File: src/rtl/fmap_pkg.sv
// Shared feature-map storage definitions used by both the capture writer and the readback engine.
package fmap_pkg;

  localparam int PIXEL_W      = 16;
  localparam int BRAM_W       = 256;
  localparam int BRAM_ADDR_W  = 12;
  localparam int PIX_PER_WORD = 16;

  typedef enum logic [2:0] {
    ST_IDLE,
    ST_ISSUE,
    ST_WAIT,
    ST_PRESENT,
    ST_DONE
  } rb_state_e;

  function automatic int words_per_col(input int pix_h);
    return (pix_h * PIXEL_W + BRAM_W - 1) / BRAM_W;
  endfunction

endpackage

File: src/rtl/fmap_readback_256_bram_rd_pipe.sv
// Delay line that carries {valid, word index} from a BRAM address cycle to the matching data cycle.
module bram_rd_pipe #(
  parameter int LATENCY = 1,
  parameter int IDX_W   = 1
) (
  input  logic             clk_i,
  input  logic             rst_ni,
  input  logic             valid_i,
  input  logic [IDX_W-1:0] idx_i,
  output logic             valid_o,
  output logic [IDX_W-1:0] idx_o
);

  logic [LATENCY-1:0] valid_q;
  logic [IDX_W-1:0]   idx_q [LATENCY];

  always_ff @(posedge clk_i or negedge rst_ni) begin
    if (!rst_ni) begin
      valid_q <= '0;
      for (int i = 0; i < LATENCY; i++) idx_q[i] <= '0;
    end else begin
      valid_q[0] <= valid_i;
      idx_q[0]   <= idx_i;
      for (int i = 1; i < LATENCY; i++) begin
        valid_q[i] <= valid_q[i-1];
        idx_q[i]   <= idx_q[i-1];
      end
    end
  end

  assign valid_o = valid_q[LATENCY-1];
  assign idx_o   = idx_q[LATENCY-1];

endmodule

File: src/rtl/fmap_readback_256.sv
// Feature-map readback: fetches each stored column from BRAM and presents it as one valid/ready column beat.
module fmap_readback_256
  import fmap_pkg::*;
#(
  parameter int                     PIX_H      = 24,
  parameter int                     NUM_COLS   = 24,
  parameter logic [BRAM_ADDR_W-1:0] BASE_ADDR  = 12'h000,
  parameter int                     RD_LATENCY = 1
) (
  input  logic                   out_stream_aclk,
  input  logic                   periph_resetn,
  input  logic                   start,
  output logic [BRAM_ADDR_W-1:0] bram_addr_b,
  output logic                   bram_en_b,
  input  logic [BRAM_W-1:0]      bram_rddata_b,
  output logic                   col_valid,
  input  logic                   col_ready,
  output logic [PIXEL_W-1:0]     data_col [PIX_H-1:0],
  output logic                   col_last,
  output logic                   busy,
  output logic                   done
);

  localparam int WORDS_PER_COL = words_per_col(PIX_H);
  localparam int IDX_W = (WORDS_PER_COL > 1) ? $clog2(WORDS_PER_COL) : 1;
  localparam int COL_W = (NUM_COLS > 1) ? $clog2(NUM_COLS) : 1;

  if (int'(BASE_ADDR) + NUM_COLS * WORDS_PER_COL > (1 << BRAM_ADDR_W)) begin : g_addr_range_chk
    $error("fmap_readback_256: feature map does not fit in the BRAM address space");
  end
  if (RD_LATENCY < 1 || RD_LATENCY > 3) begin : g_latency_chk
    $error("fmap_readback_256: RD_LATENCY must be 1..3");
  end

  rb_state_e              state_q, state_d;
  logic [COL_W-1:0]       colCnt_q, colCnt_d;
  logic [IDX_W-1:0]       wordCnt_q, wordCnt_d;
  logic [BRAM_ADDR_W-1:0] nextAddr_q, nextAddr_d;
  logic [BRAM_ADDR_W-1:0] bramAddr_q, bramAddr_d;
  logic [BRAM_ADDR_W-1:0] issueAddr;
  logic [PIXEL_W-1:0]     dataCol_q [PIX_H-1:0];
  logic                   pipeValid;
  logic [IDX_W-1:0]       pipeIdx;
  logic                   colLastNow;

  // Padding bits above the last pixel are never stored; fold them away.
  logic unusedRdBits;
  assign unusedRdBits = ^bram_rddata_b;

  bram_rd_pipe #(
    .LATENCY(RD_LATENCY),
    .IDX_W  (IDX_W)
  ) u_rd_pipe (
    .clk_i  (out_stream_aclk),
    .rst_ni (periph_resetn),
    .valid_i(state_q == ST_ISSUE),
    .idx_i  (wordCnt_q),
    .valid_o(pipeValid),
    .idx_o  (pipeIdx)
  );

  assign colLastNow = (colCnt_q == COL_W'(NUM_COLS - 1));

  always_ff @(posedge out_stream_aclk or negedge periph_resetn) begin
    if (!periph_resetn) begin
      state_q    <= ST_IDLE;
      colCnt_q   <= '0;
      wordCnt_q  <= '0;
      nextAddr_q <= '0;
      bramAddr_q <= '0;
    end else begin
      state_q    <= state_d;
      colCnt_q   <= colCnt_d;
      wordCnt_q  <= wordCnt_d;
      nextAddr_q <= nextAddr_d;
      bramAddr_q <= bramAddr_d;
    end
  end

  always_comb begin
    state_d    = state_q;
    colCnt_d   = colCnt_q;
    wordCnt_d  = wordCnt_q;
    nextAddr_d = nextAddr_q;
    bramAddr_d = bramAddr_q;
    issueAddr  = nextAddr_q;

    unique case (state_q)
      ST_IDLE: begin
        if (start) begin
          state_d   = ST_ISSUE;
          colCnt_d  = '0;
          wordCnt_d = '0;
        end
      end
      ST_ISSUE: begin
        wordCnt_d = wordCnt_q + 1'b1;
        if (wordCnt_q == IDX_W'(WORDS_PER_COL - 1)) begin
          state_d   = ST_WAIT;
          wordCnt_d = '0;
        end
      end
      ST_WAIT: begin
        if (pipeValid && pipeIdx == IDX_W'(WORDS_PER_COL - 1)) state_d = ST_PRESENT;
      end
      ST_PRESENT: begin
        if (col_ready) begin
          if (colLastNow) begin
            state_d = ST_DONE;
          end else begin
            colCnt_d = colCnt_q + 1'b1;
            state_d  = ST_ISSUE;
          end
        end
      end
      ST_DONE: state_d = ST_IDLE;
      default: state_d = ST_IDLE;
    endcase

    // Columns are contiguous in BRAM, so one running address covers the whole map.
    if (state_d == ST_ISSUE) begin
      issueAddr  = (state_q == ST_IDLE) ? BASE_ADDR : nextAddr_q;
      bramAddr_d = issueAddr;
      nextAddr_d = issueAddr + 1'b1;
    end
  end

  always_ff @(posedge out_stream_aclk or negedge periph_resetn) begin
    if (!periph_resetn) begin
      for (int p = 0; p < PIX_H; p++) dataCol_q[p] <= '0;
    end else if (pipeValid) begin
      for (int p = 0; p < PIX_H; p++) begin
        if (pipeIdx == IDX_W'(p / PIX_PER_WORD))
          dataCol_q[p] <= bram_rddata_b[(p % PIX_PER_WORD) * PIXEL_W +: PIXEL_W];
      end
    end
  end

  assign bram_en_b   = (state_q == ST_ISSUE);
  assign bram_addr_b = bramAddr_q;
  assign col_valid   = (state_q == ST_PRESENT);
  assign col_last    = (state_q == ST_PRESENT) && colLastNow;
  assign busy        = (state_q == ST_ISSUE) || (state_q == ST_WAIT) || (state_q == ST_PRESENT);
  assign done        = (state_q == ST_DONE);
  assign data_col    = dataCol_q;

endmodule
File: config.mk
export PLATFORM = sky130hd
export DESIGN_NAME = fmap_readback_256
export DESIGN_NICKNAME = d
export VERILOG_FILES = /design/src/rtl/fmap_pkg.sv /design/src/rtl/fmap_readback_256_bram_rd_pipe.sv /design/src/rtl/fmap_readback_256.sv
export SDC_FILE = /design/constraint.sdc
export NUM_CORES = 1
export LEC_CHECK = 0
export BUFFER_PORTS_ARGS = -buffer_cell sky130_fd_sc_hd__buf_2
export CAP_MARGIN = 20
export CORE_AREA = 2 2 261 263
export DETAILED_ROUTE_END_ITERATION = 10
export DIE_AREA = 0 0 263 265
export PLACE_DENSITY = 0.5
export SYNTH_ARGS = -nofsm -noshare
export SYNTH_HDL_FRONTEND = slang
export SYNTH_SLANG_ARGS = --single-unit
File: constraint.sdc
create_clock -name out_stream_aclk -period 5.1 [get_ports out_stream_aclk]
set_clock_uncertainty 0.15 [all_clocks]
set_input_delay 0.765 -clock out_stream_aclk [delete_from_list [all_inputs] [get_ports out_stream_aclk]]
set_output_delay 0.765 -clock out_stream_aclk [all_outputs]
set_load 0.02 [all_outputs]
==> results.ini, run 1 <==
[setup_path]
critPathArrivalTime_ns = 1.90
cp_max_fo = 12
ff2ff_setup_slack_ns = 2.55
slowest_stage = dfrtp_1
critPathLaunchType = flip-flop
critPathKind = reg2out
rr_worst_depth = 7
end_kind = output pin
crit_required_ns = 4.18
worst_path_largest_cell_delay_ns = 0.57
crit_path_cell_trace = inv_1 > nor3_1 > buf_2

[floorplanning]
pin_count = 661
fp.dieW_um = 263
die_y_um = 265
core_area_sq_um = 66800
dieArea_sq_um = 69700
start_util_pct = 23.9
rows = 95

[clock_network]
cts_buffers = 47
cts.sinks = 419
cts_resized = 0
cts_root_buf = clkbuf_16
htree_num_levels = 2
cts-hold-fix-buffers = 0
cts.clk_slew.worst_paths_ns = 0.06
cts_tree = yes
cts_max_path_buffers = 3
cts_setup_buffers = 0
insertion_delay_ns = 0.55

[power_and_ir_drop]
p_switching_mw = 6.40
power_frac_comb_pct = 43.9
ir_drop_mv = 0.352
total_power_mw = 16.4
internal_power_mw = 9.99
p_clk_share_pct = 20.5
powerDensity_nw_per_um2 = 751
seq_power_share_pct = 35.6
p_sw_share_pct = 39.0
p_leak_nw = 10.2

[timing]
rsz0062_at_grt = no
slew_headroom_pct = 33.7
period_share_pct = 55.1
layout_min_cycle_time_ns = 2.81
worstMarginPinSlew_ns = 0.994
finalHoldViolations = 0
tns_ns = 0
finalSetupViolations = 0
hold_slack_ns = 0.123
fmax_ghz = 0.356
worst_slack_ns = 2.29
final_max_slew_viol_count = 0

[final_layout]
final_nets = 1930
area_growth_pct = 36.8
layout-drive-gt1-share_pct = 67.1
regArea_sq_um = 10500
fillers = 6725
multi_input_area_sq_um = 5190
final_cells = 2582

[synthesis]
synthTopCellsByCount = dfrtp_1, mux2_2, buf_2
synth_edf_count = 0
yosysUniqueCellTypes = 44
synthAdderAreaFrac_pct = 0.157
syn-num-nets = 1267
yosys_warnings = 0
ys_seq_elements = 419
synthSimpleGateAreaFrac_pct = 2.28
synth.area.mux_share_pct = 27.4
synth_top_family_by_area = multiplexers
synthArstFlopShare_pct = 100
synth.area.top_cells = dfrtp_1, mux2_2, buf_2, o31ai_1, clkbuf_1
syn-mean-instance-area_sq_um = 15.9
synthCells = 1005
netlist_area_sq_um = 16000
seq_area_frac_synth_pct = 65.7
synth_top_cell_by_area = dfrtp_1
synth_compound_area_share_pct = 2.53
synth_top_cell_area_share_pct = 65.7
yosysMostFrequentCell = dfrtp_1
synth_xor_area_share_pct = 0
ys.flop_type = dfrtp_1

[detailed_routing]
wl_um = 46500
firstDrtPassIters = 4
routed_via_density = 4.19
antenna_left = 0
drtIter0Drc = 490
num_vias = 10800
wl_per_cell_um = 18.0
drc = 0

[placed_design]
gp_congestion = 0.816
post-dp-hpwl_um = 34400
dpl.cell_count = 2492
dp_slack_ns = 2.58
io_buffers = 660

[grt]
grt_pass1_wl_um = 70900
grt_overflow = 0
grt_use_total_pct = 12.9
antenna_found_initial = 5
grt_max_degree = 141
grt_pass1_vias = 11700

[outcome]
status = finished, final reports clean

[hold_path]
min_path_type = in2async

[flow_run]
drv_cap = 0

cells by family (layout without fill, tap and decap cells):
logic type	Yosys count	in the layout
compound gates	62	62
fa+ha+maj	2	2
buf+inv	66	766
flops	419	419
mux	389	389
other cells	0	4
simple gates	67	67
worst max-delay path, delay by kind of cell, from the launching register on:
kind / cells / cell delay, ns
flip-flops: 1 / 0.57
buffers and inverters: 2 / 0.41
AND/OR/NAND/NOR: 1 / 0.37
sequential cells by signal, summed over array words and instances, names as in the netlist:
| name | cells |
|---|---|
| bram_addr_b | 12 |
| colCnt_q | 5 |
| data_col | 384 |
| nextAddr_q | 12 |
| state_q | 3 |
| u_rd_pipe.idx_o | 1 |
| u_rd_pipe.valid_o | 1 |
| wordCnt_q | 1 |
power groups by stage:
stage / logic, mW / clock network [mW] / registers [mW]
4_1_cts: 7.31 / 3.50 / 5.85
2_1_floorplan: 2.67 / 0 / 7.78
5_1_grt: 7.63 / 3.65 / 6.06
3_5_place_dp: 7.31 / 0 / 5.89
6_report: 7.19 / 3.37 / 5.84
3_3_place_gp: 7.21 / 0 / 5.82
path summary, 6_finish.rpt:
check	start	end
worst max register to register	state_q[1]	nextAddr_q[10]
min in group out_stream_aclk	bram_rddata_b[207]	data_col[207]
worst min-delay path	periph_resetn	data_col[192]
worst min register to register	nextAddr_q[11]	nextAddr_q[11]
max in group asynchronous	periph_resetn	data_col[154]
worst max-delay path	state_q[0]	bram_en_b
layer usage:
layer  wire [um]  global-route usage [%]  share of wire [%]  vias up
li1            -                       -                  -     4917
met1       18100                    15.0                 39     5439
met2       23800                    22.6                 51      387
met3        3240                    4.22                7.0       82
met4        1240                    4.29                2.7        4
met5          24                       0              0.052        -
metrics by stage:
step,utilization [%],area (sq um)
2_1_floorplan,-,16000
3_3_place_gp,30.3,20300
3_5_place_dp,30.3,20300
4_1_cts,32.7,21800
5_1_grt,32.7,21800
6_report,32.7,21800
layout by cell type (no fill, tap or decap), drive strengths merged, types with 8 or more instances in the layout:
cell type and count:
a21oi 9, buf 671, clkbuf 69, clkinv 10, dfrtp 419, inv 11, mux2 389, nand2 14
nand3 8, nor2 15, o21ai 17, o31ai 16
final cells by class:
cell class / instances / area share (%)
Clock buffer: 69 / 6.31
Sequential cell: 419 / 48.0
Multi-Input combinational cell: 520 / 23.8
Timing Repair Buffer: 671 / 15.9
Tap cell: 873 / 5.00
Clock inverter: 17 / 0.808
Antenna cell: 4 / 0.0458
Inverter: 9 / 0.155
Note: power is estimated with default switching activity, not from simulation.
==> run 2: changes to the inputs <==
--- a/config.mk
+++ b/config.mk
@@ -5,12 +5,13 @@
 export SDC_FILE = /design/constraint.sdc
 export NUM_CORES = 1
 export LEC_CHECK = 0
+export ABC_AREA = 1
 export BUFFER_PORTS_ARGS = -buffer_cell sky130_fd_sc_hd__buf_2
 export CAP_MARGIN = 20
-export CORE_AREA = 2 2 261 263
+export CORE_AREA = 2 2 254 256
 export DETAILED_ROUTE_END_ITERATION = 10
-export DIE_AREA = 0 0 263 265
-export PLACE_DENSITY = 0.5
+export DIE_AREA = 0 0 256 258
+export PLACE_DENSITY = 0.53
 export SYNTH_ARGS = -nofsm -noshare
 export SYNTH_HDL_FRONTEND = slang
 export SYNTH_SLANG_ARGS = --single-unit
==> constraint.sdc (replaced) <==
create_clock -name out_stream_aclk -period 2.27 [get_ports out_stream_aclk]
set_clock_uncertainty 0.15 [all_clocks]
set_input_delay 0.3405 -clock out_stream_aclk [delete_from_list [all_inputs] [get_ports out_stream_aclk]]
set_output_delay 0.3405 -clock out_stream_aclk [all_outputs]
set_load 0.02 [all_outputs]
==> run 2 against run 1 <==
Via count increased by 26%; sequential power increased by 120%; worst setup slack got worse by 2.2 ns; register-to-register slack got worse by 2.3 ns; die area decreased by 5.2%; cell count increased by 27%; first-iteration DRC count increased by 38%; utilization increased by 5.9 points; final area increased by 13%; critical path depth increased by 3.
==> results.ini, run 2 <==
[outcome]
status = finished, final reports clean  ; unchanged

[timing]
worstMarginPinSlew_ns = 0.794  ; was 0.994 ns
final_max_slew_viol_count = 0  ; unchanged
period_share_pct = 95.3
rsz0062_at_grt = yes  ; was no
finalSetupViolations = 0  ; unchanged
slew_headroom_pct = 47.1  ; was 33.7%
fmax_ghz = 0.462
finalHoldViolations = 0  ; unchanged
layout_min_cycle_time_ns = 2.16

[final_layout]
layout-drive-gt1-share_pct = 38.4  ; was 67.1%
final_common_cell = buf_2  ; unchanged
final_nets = 2646  ; was 1,930
largest_reg_flops = 384  ; unchanged
final_util_pct = 38.6  ; was 32.7%
final_cells = 3276  ; was 2,582
most-common-layout-cells = buf_2, dfrtp_1, nand2_1  ; was buf_2, dfrtp_1, mux2_2
area_growth_pct = 55.2  ; was 36.8%
fillers = 6250  ; was 6,725

[grt]
grt_use_met3_pct = 4.48  ; was 4.22%
met1_usage_pct = 17.8  ; was 15.0%
busiest_layer = met2  ; unchanged
grt_pass1_vias = 14200  ; was 11,700
grt_use_total_pct = 15.6  ; was 12.9%
grt_max_degree = 159  ; was 141
grt_overflow = 0  ; unchanged
grt_use_met2_pct = 26.8  ; was 22.6%
grt_pass1_wl_um = 82000  ; was 70,900 um
antenna_found_initial = 6  ; was 5

[setup_path]
path_depth = 6  ; was 3
slowest_stage = dfrtp_1  ; unchanged
critPathLaunchType = flip-flop  ; unchanged
critPathKind = reg2out  ; unchanged
crit_required_ns = 1.78  ; was 4.18 ns
critical_path.top_delay_family = flip-flops  ; unchanged
crit_path_cell_trace = inv_2 > nand2_4 > nor2_4 > inv_4 > nor4_4 > buf_4  ; was inv_1 > nor3_1 > buf_2
cp_max_fo = 6  ; was 12
critPathArrivalTime_ns = 1.67  ; was 1.90 ns
end_kind = output pin  ; unchanged
rr_worst_depth = 13  ; was 7
worst_path_largest_cell_delay_ns = 0.41  ; was 0.57 ns
path_buf_inv = 3  ; was 2

[synthesis]
yosys_warnings = 0  ; unchanged
synth_top_cell_area_share_pct = 66.2  ; was 65.7%
syn-mean-instance-area_sq_um = 11.0  ; was 15.9 sq um
syn-num-nets = 1707  ; was 1,267
ys.flop_type = dfrtp_1  ; unchanged
ys_seq_elements = 419  ; unchanged
synth_edf_count = 0  ; unchanged
yosysUniqueCellTypes = 29  ; was 44
synth_top_family_by_area = simple AND/OR/NAND/NOR gates  ; was multiplexers
synthArstFlopShare_pct = 100  ; unchanged
synth_compound_area_share_pct = 8.86  ; was 2.53%
synth.area.mux_share_pct = 9.10  ; was 27.4%
synthSimpleGateAreaFrac_pct = 9.51  ; was 2.28%
synth_xor_area_share_pct = 0.387  ; was 0%
synthAdderAreaFrac_pct = 0.158  ; was 0.157%
netlist_area_sq_um = 15800  ; was 16,000 sq um
synthTopCellsByCount = dfrtp_1, nand2_1, o21ai_0  ; was dfrtp_1, mux2_2, buf_2
synth.area.top_cells = dfrtp_1, mux2_2, o21ai_0, nand2_1, inv_1  ; was dfrtp_1, mux2_2, buf_2, o31ai_1, clkbuf_1
synthCells = 1445  ; was 1,005
synth_top_cell_by_area = dfrtp_1  ; unchanged
yosysMostFrequentCell = dfrtp_1  ; unchanged
seq_area_frac_synth_pct = 66.2  ; was 65.7%

[placed_design]
gp_congestion = 0.846  ; was 0.816
post-dp-hpwl_um = 38300  ; was 34,400 um
dpl.cell_count = 2930  ; was 2,492
io_buffers = 660  ; unchanged

[detailed_routing]
routed_via_density = 4.16  ; was 4.19
drtIter0Drc = 677  ; was 490
wl_per_cell_um = 16.1  ; was 18.0 um
firstDrtPassIters = 5  ; was 4
antenna_left = 0  ; unchanged
num_vias = 13600  ; was 10,800
wl_um = 52900  ; was 46,500 um
drc = 0  ; unchanged

[clock_network]
insertion_delay_ns = 0.56  ; was 0.55 ns
cts_tree = yes  ; unchanged
htree_num_levels = 2  ; unchanged
cts_max_path_buffers = 3  ; unchanged
cts.clk_slew.worst_paths_ns = 0.06  ; about the same
cts.sinks = 419  ; unchanged
cts_buffers = 47  ; unchanged
cts_root_buf = clkbuf_16  ; unchanged

[power_and_ir_drop]
powerDensity_nw_per_um2 = 1480  ; was 751 nW/um^2
ir_drop_mv = 0.807  ; was 0.352 mV
p_leak_nw = 12.6  ; was 10.2 nW

[floorplanning]
dieArea_sq_um = 66000  ; was 69,700 sq um
start_util_pct = 24.9  ; was 23.9%
fp.dieW_um = 256  ; was 263 um
pin_count = 661  ; unchanged
core_area_sq_um = 63600  ; was 66,800 sq um
die_y_um = 258  ; was 265 um
rows = 93  ; was 95

[hold_path]
min_path_type = in2async  ; unchanged

[flow_run]
drv_cap = 0  ; unchanged

[run 2: what timing repair did]
item | in CTS | in global routing
pin swaps | 1 | 0
hold buffers | 259 | 0
buffers inserted | 1 | 0
setup endpoints to repair | 1 | 3
resized for setup | 3 | 5
endpoints found under the hold margin | 600 | 0
[run 2: routing by layer]
metal	wire (um)	vias up
li1	-	6516
met1	20800	6470
met2	26000	501
met3	3510	121
met4	2510	6
met5	40	-
[run 2: area by class of cell]
| type | instances | area, sq um | area share, % |
|---|---|---|---|
| diodes | 3 | 7.51 | 0.0306 |
| clock buffers | 71 | 1430 | 5.82 |
| clock inverters | 12 | 90.1 | 0.367 |
| inverters | 154 | 583 | 2.37 |
| multi-input cells | 797 | 4480 | 18.2 |
| flip-flops and latches | 419 | 10500 | 42.7 |
| well taps | 855 | 1070 | 4.35 |
| repair buffers | 965 | 6430 | 26.2 |
[run 2: cell families after synthesis]
family | after synthesis
fa+ha+maj | 2
flops | 419
mux | 128
simple gates | 382
xor+xnor | 7
compound gates | 278
buf+inv | 229
[run 2: stage by stage]
step                total power [mW]  setup TNS [ns]  hold slack, ns  setup slack (ns)  instance area (sq um)
CTS                             36.7               0           0.103            0.0185                  24500
finish                          36.3               0           0.119             0.106                  24600
floorplan                       22.3               0          -0.105             0.129                  15800
global placement                28.3               0           0.122             0.192                  20400
detailed placement              28.7               0           0.123             0.159                  20400
global route                    38.7       -0.000117           0.109         -0.000117                  24600
[run 2: final timing paths]
check | end | start | slack [ns]
setup / recovery | col_last | state_q[2] | 0.11
setup reg to reg | nextAddr_q[8] | state_q[1] | 0.20
hold reg to reg | u_rd_pipe.idx_o | wordCnt_q | 0.29
min in group out_stream_aclk | u_rd_pipe.idx_o | wordCnt_q | 0.29
max in group asynchronous | data_col[147] | periph_resetn | 1.07
hold / removal | data_col[80] | periph_resetn | 0.12
[run 2: where the power goes]
group	leakage, nW	switching [mW]	internal [mW]	total (mW)
clock network	0.752	2.99	4.43	7.42
registers	5.10	1.89	11.1	13.0
logic	6.79	10.2	5.72	15.9
total	12.6	15.1	21.2	36.3
[run 2: worst reg2reg max path: cells and delay by family, from the launching register on]
family / cells / cell delay, ns
AND/OR/NAND/NOR: 11 / 1.09
adder cells (fa/ha/maj): 1 / 0.20
buffers and inverters: 1 / 0.08
flip-flops: 1 / 0.44
